[config.mk]
export PLATFORM = sky130hd
export DESIGN_NAME = execute_register
export DESIGN_NICKNAME = d
export VERILOG_FILES = /design/src/rtl/cpu_pipe_pkg.sv /design/src/rtl/D_FF_enable.sv /design/src/rtl/flag_register.sv /design/src/rtl/execute_register.sv
export SDC_FILE = /design/constraint.sdc
export NUM_CORES = 1
export LEC_CHECK = 0
export BUFFER_PORTS_ARGS = -buffer_cell sky130_fd_sc_hd__buf_2
export CORE_MARGIN = 5
export CORE_UTILIZATION = 42
export CTS_CLUSTER_DIAMETER = 30
export DETAILED_ROUTE_END_ITERATION = 8
export PLACE_DENSITY = 0.73
export SLEW_MARGIN = 20
export SYNTH_ARGS = -nofsm -noshare
export SYNTH_HDL_FRONTEND = slang
export SYNTH_SLANG_ARGS = --single-unit
[constraint.sdc]
create_clock -name clk -period 1.5 [get_ports clk]
set_clock_uncertainty 0.15 [all_clocks]
set_input_delay 0.375 -clock clk [delete_from_list [all_inputs] [get_ports clk]]
set_output_delay 0.375 -clock clk [all_outputs]
set_load 0.02 [all_outputs]
[src/rtl/cpu_pipe_pkg.sv]
// Shared constants for the 5-stage ARM pipeline: NZCV bit positions,
// zero-register specifier and default datapath widths.
package cpu_pipe_pkg;

  localparam int DEF_DATA_W = 64;
  localparam int DEF_REG_W  = 5;

  localparam int FLAG_N = 3;
  localparam int FLAG_Z = 2;
  localparam int FLAG_C = 1;
  localparam int FLAG_V = 0;

  localparam logic [4:0] XZR = 5'd31;

endpackage

[src/rtl/D_FF_enable.sv]
// Single-bit D flip-flop with synchronous active-high reset and load enable.
module D_FF_enable (
  input  logic clk,
  input  logic reset,
  input  logic enable,
  input  logic d,
  output logic q
);

  logic q_q;

  always_ff @(posedge clk) begin
    if (reset) begin
      q_q <= 1'b0;
    end else if (enable) begin
      q_q <= d;
    end
  end

  assign q = q_q;

endmodule

[src/rtl/flag_register.sv]
// Architectural NZCV store with commit enable, plus the same-cycle bypass
// that lets branch logic see flags produced by the instruction now in EX.
module flag_register
  import cpu_pipe_pkg::*;
(
  input  logic       clk,
  input  logic       reset,
  input  logic       commit_en,
  input  logic       bypass_en,
  input  logic [3:0] flags_alu,
  output logic [3:0] flags_q,
  output logic [3:0] flags_current
);

  logic [3:0] nzcv_q;
  logic [3:0] nzcv_d;

  always_comb begin
    nzcv_d = nzcv_q;
    if (commit_en) begin
      nzcv_d = flags_alu;
    end
  end

  always_ff @(posedge clk) begin
    if (reset) begin
      nzcv_q <= 4'b0000;
    end else begin
      nzcv_q <= nzcv_d;
    end
  end

  assign flags_q       = nzcv_q;
  assign flags_current = bypass_en ? flags_alu : nzcv_q;

endmodule

[src/rtl/execute_register.sv]
// EX/MEM pipeline register with stall/flush handling and the NZCV flag
// register feeding both the memory stage and conditional-branch resolution.
module execute_register
  import cpu_pipe_pkg::*;
#(
  parameter int DATA_W = DEF_DATA_W,
  parameter int REG_W  = DEF_REG_W
) (
  input  logic              clk,
  input  logic              reset,
  input  logic              stall,
  input  logic              flush,
  input  logic              valid_Execute,
  input  logic [DATA_W-1:0] ALUResult_Execute,
  input  logic [DATA_W-1:0] WrData_Execute,
  input  logic [REG_W-1:0]  Rd_Execute,
  input  logic              MemWrite_Execute,
  input  logic              MemToReg_Execute,
  input  logic              RegWrite_Execute,
  input  logic              setFlag_Execute,
  input  logic [3:0]        flags_ALU,
  output logic              valid_ExecuteRegister,
  output logic [DATA_W-1:0] ALUResult_ExecuteRegister,
  output logic [DATA_W-1:0] WrData_ExecuteRegister,
  output logic [REG_W-1:0]  Rd_ExecuteRegister,
  output logic              MemWrite_ExecuteRegister,
  output logic              MemToReg_ExecuteRegister,
  output logic              RegWrite_ExecuteRegister,
  output logic [3:0]        flags_Register,
  output logic [3:0]        flags_Current
);

  localparam int PIPE_W = 2 * DATA_W + REG_W + 4;

  logic              bubble;
  logic              reg_write_d;
  logic              flag_live;
  logic [PIPE_W-1:0] pipe_load;
  logic [PIPE_W-1:0] pipe_d;
  logic [PIPE_W-1:0] pipe_q;

  // Writes to XZR are discarded at capture so MEM/WB never see them.
  assign reg_write_d = RegWrite_Execute & (Rd_Execute != REG_W'(XZR));
  assign bubble      = flush | ~valid_Execute;
  assign flag_live   = valid_Execute & setFlag_Execute & ~flush;

  assign pipe_load = {valid_Execute, ALUResult_Execute, WrData_Execute, Rd_Execute,
                      MemWrite_Execute, MemToReg_Execute, reg_write_d};
  assign pipe_d    = bubble ? '0 : pipe_load;

  for (genvar i = 0; i < PIPE_W; i++) begin : g_pipe
    D_FF_enable u_bit (
      .clk    (clk),
      .reset  (reset),
      .enable (~stall),
      .d      (pipe_d[i]),
      .q      (pipe_q[i])
    );
  end

  assign {valid_ExecuteRegister, ALUResult_ExecuteRegister, WrData_ExecuteRegister,
          Rd_ExecuteRegister, MemWrite_ExecuteRegister, MemToReg_ExecuteRegister,
          RegWrite_ExecuteRegister} = pipe_q;

  flag_register u_flags (
    .clk           (clk),
    .reset         (reset),
    .commit_en     (flag_live & ~stall),
    .bypass_en     (flag_live),
    .flags_alu     (flags_ALU),
    .flags_q       (flags_Register),
    .flags_current (flags_Current)
  );

endmodule
==> results.cfg <==
[outcome]
outcome = complete, but fails checks
failed_checks = setup timing

[clocking]
insertion_delay_ps = 410
cts_tree = done
root_buffer = clkbuf_16
clk_pin_slew_ps = 60
htreeDepth = 4
hold_buffers = 0
clkSinkCount = 141
numCtsBuffers = 17
ctsLongestPathBuffers = 2

[timing]
rsz0062_at_grt = true
maxSlewViolCount = 0
layout_min_cycle_time_ps = 1720
worst_slew_pin_slew_ps = 690
timing.fmax_mhz = 581
slew_headroom = 0.540
finalSetupViolCount = 4
finalCritPeriodShare = 1.15
postLayoutSetupSlackWorst_ps = -221
finalHoldViolCount = 0

[cells_and_area]
register_area_um2 = 2830
final_util = 0.521
syn_to_final_growth_pct = 23.3
drive_gt1_frac = 0.454
n_antenna_cell = 0
fin_cells = 962
fillCellCount = 1293
layout.nets = 916
multi_input_area_um2 = 1690
design_area_um2 = 7150

[yosys]
ys_ff_latch = 141
synth_area_um2 = 5800
synth_edf_count = 0
synthTopCellsByArea = dfxtp_1, buf_4, a22oi_1
syn_area_per_cell_um2 = 9.46
async_flop_share = 0
synth_top_area_frac = 0.487
synth-warning-count = 0
synth_top_cell_by_area = dfxtp_1
synth_top_cells_by_count = dfxtp_1, nor2_1, buf_4, a22oi_1, buf_2
synth_most_common_cell = dfxtp_1
seq_area_frac_synth = 0.487
synth_flop_cell = dfxtp_1
syn_nets = 759
synth.distinct_cells = 17
netlist_instances = 613

[critical_path]
crit_path_end_kind = primary output
critPathMostFrequentCell = buf_6
worstSetupPathType = in2out
start_kind = input port
cp.arrival_ps = 1200
cpMaxStageDelayCell = mux2_4
crit_required_ps = 970
crit_chain = buf_6, nand3b_1, buf_6, mux2_4, buf_6
cp_max_fo = 4
max_stage_delay_ps = 300
r2r_slack_ps = 660

[global_route]
grt_use_total = 0.175
grt_max_degree = 66
grt_pass1_wl_um = 22900
grt_overflow_total = 0
antenna_found_initial = 0
grt_pass1_vias = 4521

[placement]
placed_cell_area_um2 = 6470
dp_hpwl_um = 10900
numPortBuffers = 290
gp_congestion = 0.765
post-place-ws_ps = -257
dp_cells = 931

[route]
postRouteAntennaNets = 0
drtIter0Drc = 255
vias = 4640
drt-pass1-iter-count = 4
routed_wl_um = 14800
drc = 0
via_per_inst = 4.82
routedWlPerCell_um = 15.4

[floorplan]
start_util = 0.423
core_um2 = 13700
die_h_um = 127
dieArea_um2 = 16300
ios = 291
fp.dieW_um = 127
fp-row-count = 43

[pwr]
powerDensity_nw_per_um2 = 1250
power_leakage_nw = 3.44
ir_worst_vdd_v = 0.000657

[run]
drv_cap = 0

[min_path]
hold_path.class = in2reg
[routing by layer]
| layer | part of all wire | routed length [um] | GRT usage | up-vias |
|---|---|---|---|---|
| li1 | - | - | - | 2287 |
| met5 | 0 | 0 | 0 | - |
| met2 | 0.48 | 7120 | 0.289 | 201 |
| met4 | 0.017 | 252 | 0.0631 | 0 |
| met3 | 0.097 | 1440 | 0.0686 | 17 |
| met1 | 0.41 | 6000 | 0.205 | 2135 |
[flip-flops by register name, summed over array words and instances, names as in the netlist]
name and cells:
g_pipe.u_bit.q 137, u_flags.flags_q 4
[per-stage QoR]
step	power [W]	hold WS [ps]	setup TNS, ps
5_1_grt	0.00935	29.5	-950
3_3_place_gp	0.00476	298	-14110
6_report	0.00896	43.0	-855
2_1_floorplan	0.00450	333	0
4_1_cts	0.00905	25.0	-891
3_5_place_dp	0.00478	325	-16440
[power by group]
group	internal (W)	total, W	switching (W)
Combinational	0.000362	0.000822	0.000459
Sequential	0.00384	0.00388	0.0000456
Clock	0.00270	0.00425	0.00155
[logic make-up (layout without fill, tap and decap cells)]
| kind of cell | count (synthesis) | count (layout) | share of synthesized area |
|---|---|---|---|
| flops | 141 | 141 | 0.487 |
| compound gates | 138 | 138 | 0.178 |
| buf+inv | 180 | 349 | 0.223 |
| mux | 8 | 8 | 0.0147 |
| simple gates | 146 | 146 | 0.0980 |
[what timing repair did]
action / 4_1_cts / 5_1_grt
cloned: 0 / 0
gates resized for setup: 15 / 15
endpoints found under the setup margin: 7 / 16
setup buffers: 0 / 0
[layout by cell type (no fill, tap or decap)]
cell type	instances
buf_2	271
nor2_1	140
dfxtp_1	138
a22oi_1	135
buf_4	34
clkbuf_16	17
buf_6	8
buf_12	5
mux2i_1	4
mux2_2	3
bufinv_16	3
clkinv_2	3
dfxtp_2	3
nand2_1	2
a21oi_1	2
clkinv_4	2
clkbuf_1	2
clkbuf_8	2
nand3b_1	1
nor4bb_1	1
nand3_1	1
nor3b_4	1
o211ai_1	1
mux2_4	1
clkinvlp_4	1
inv_6	1
[path summary, 6_finish.rpt]
kind                         start             endpoint  cells after the start
max                          flush     flags_Current[0]                      5
min          ALUResult_Execute[46]  g_pipe[118].u_bit.q                      3
max reg2reg     g_pipe[70].u_bit.q   g_pipe[70].u_bit.q                      2
min reg2reg      g_pipe[0].u_bit.q    g_pipe[0].u_bit.q                      2
[worst max-delay path, delay by kind of cell]
kind	cells	cell delay, ps
muxes	1	300
buffers and inverters	3	360
and+or+nand+nor	1	150
[layout make-up]
type                       instances  area share
multi-input combinational        292       0.237
sequential                       141       0.395
timing repair buffer             318       0.252
clock inverter                    10      0.0194
clock buffer                      21      0.0644
tap                              180      0.0315
No activity file was read; power rests on OpenSTA's default activity.
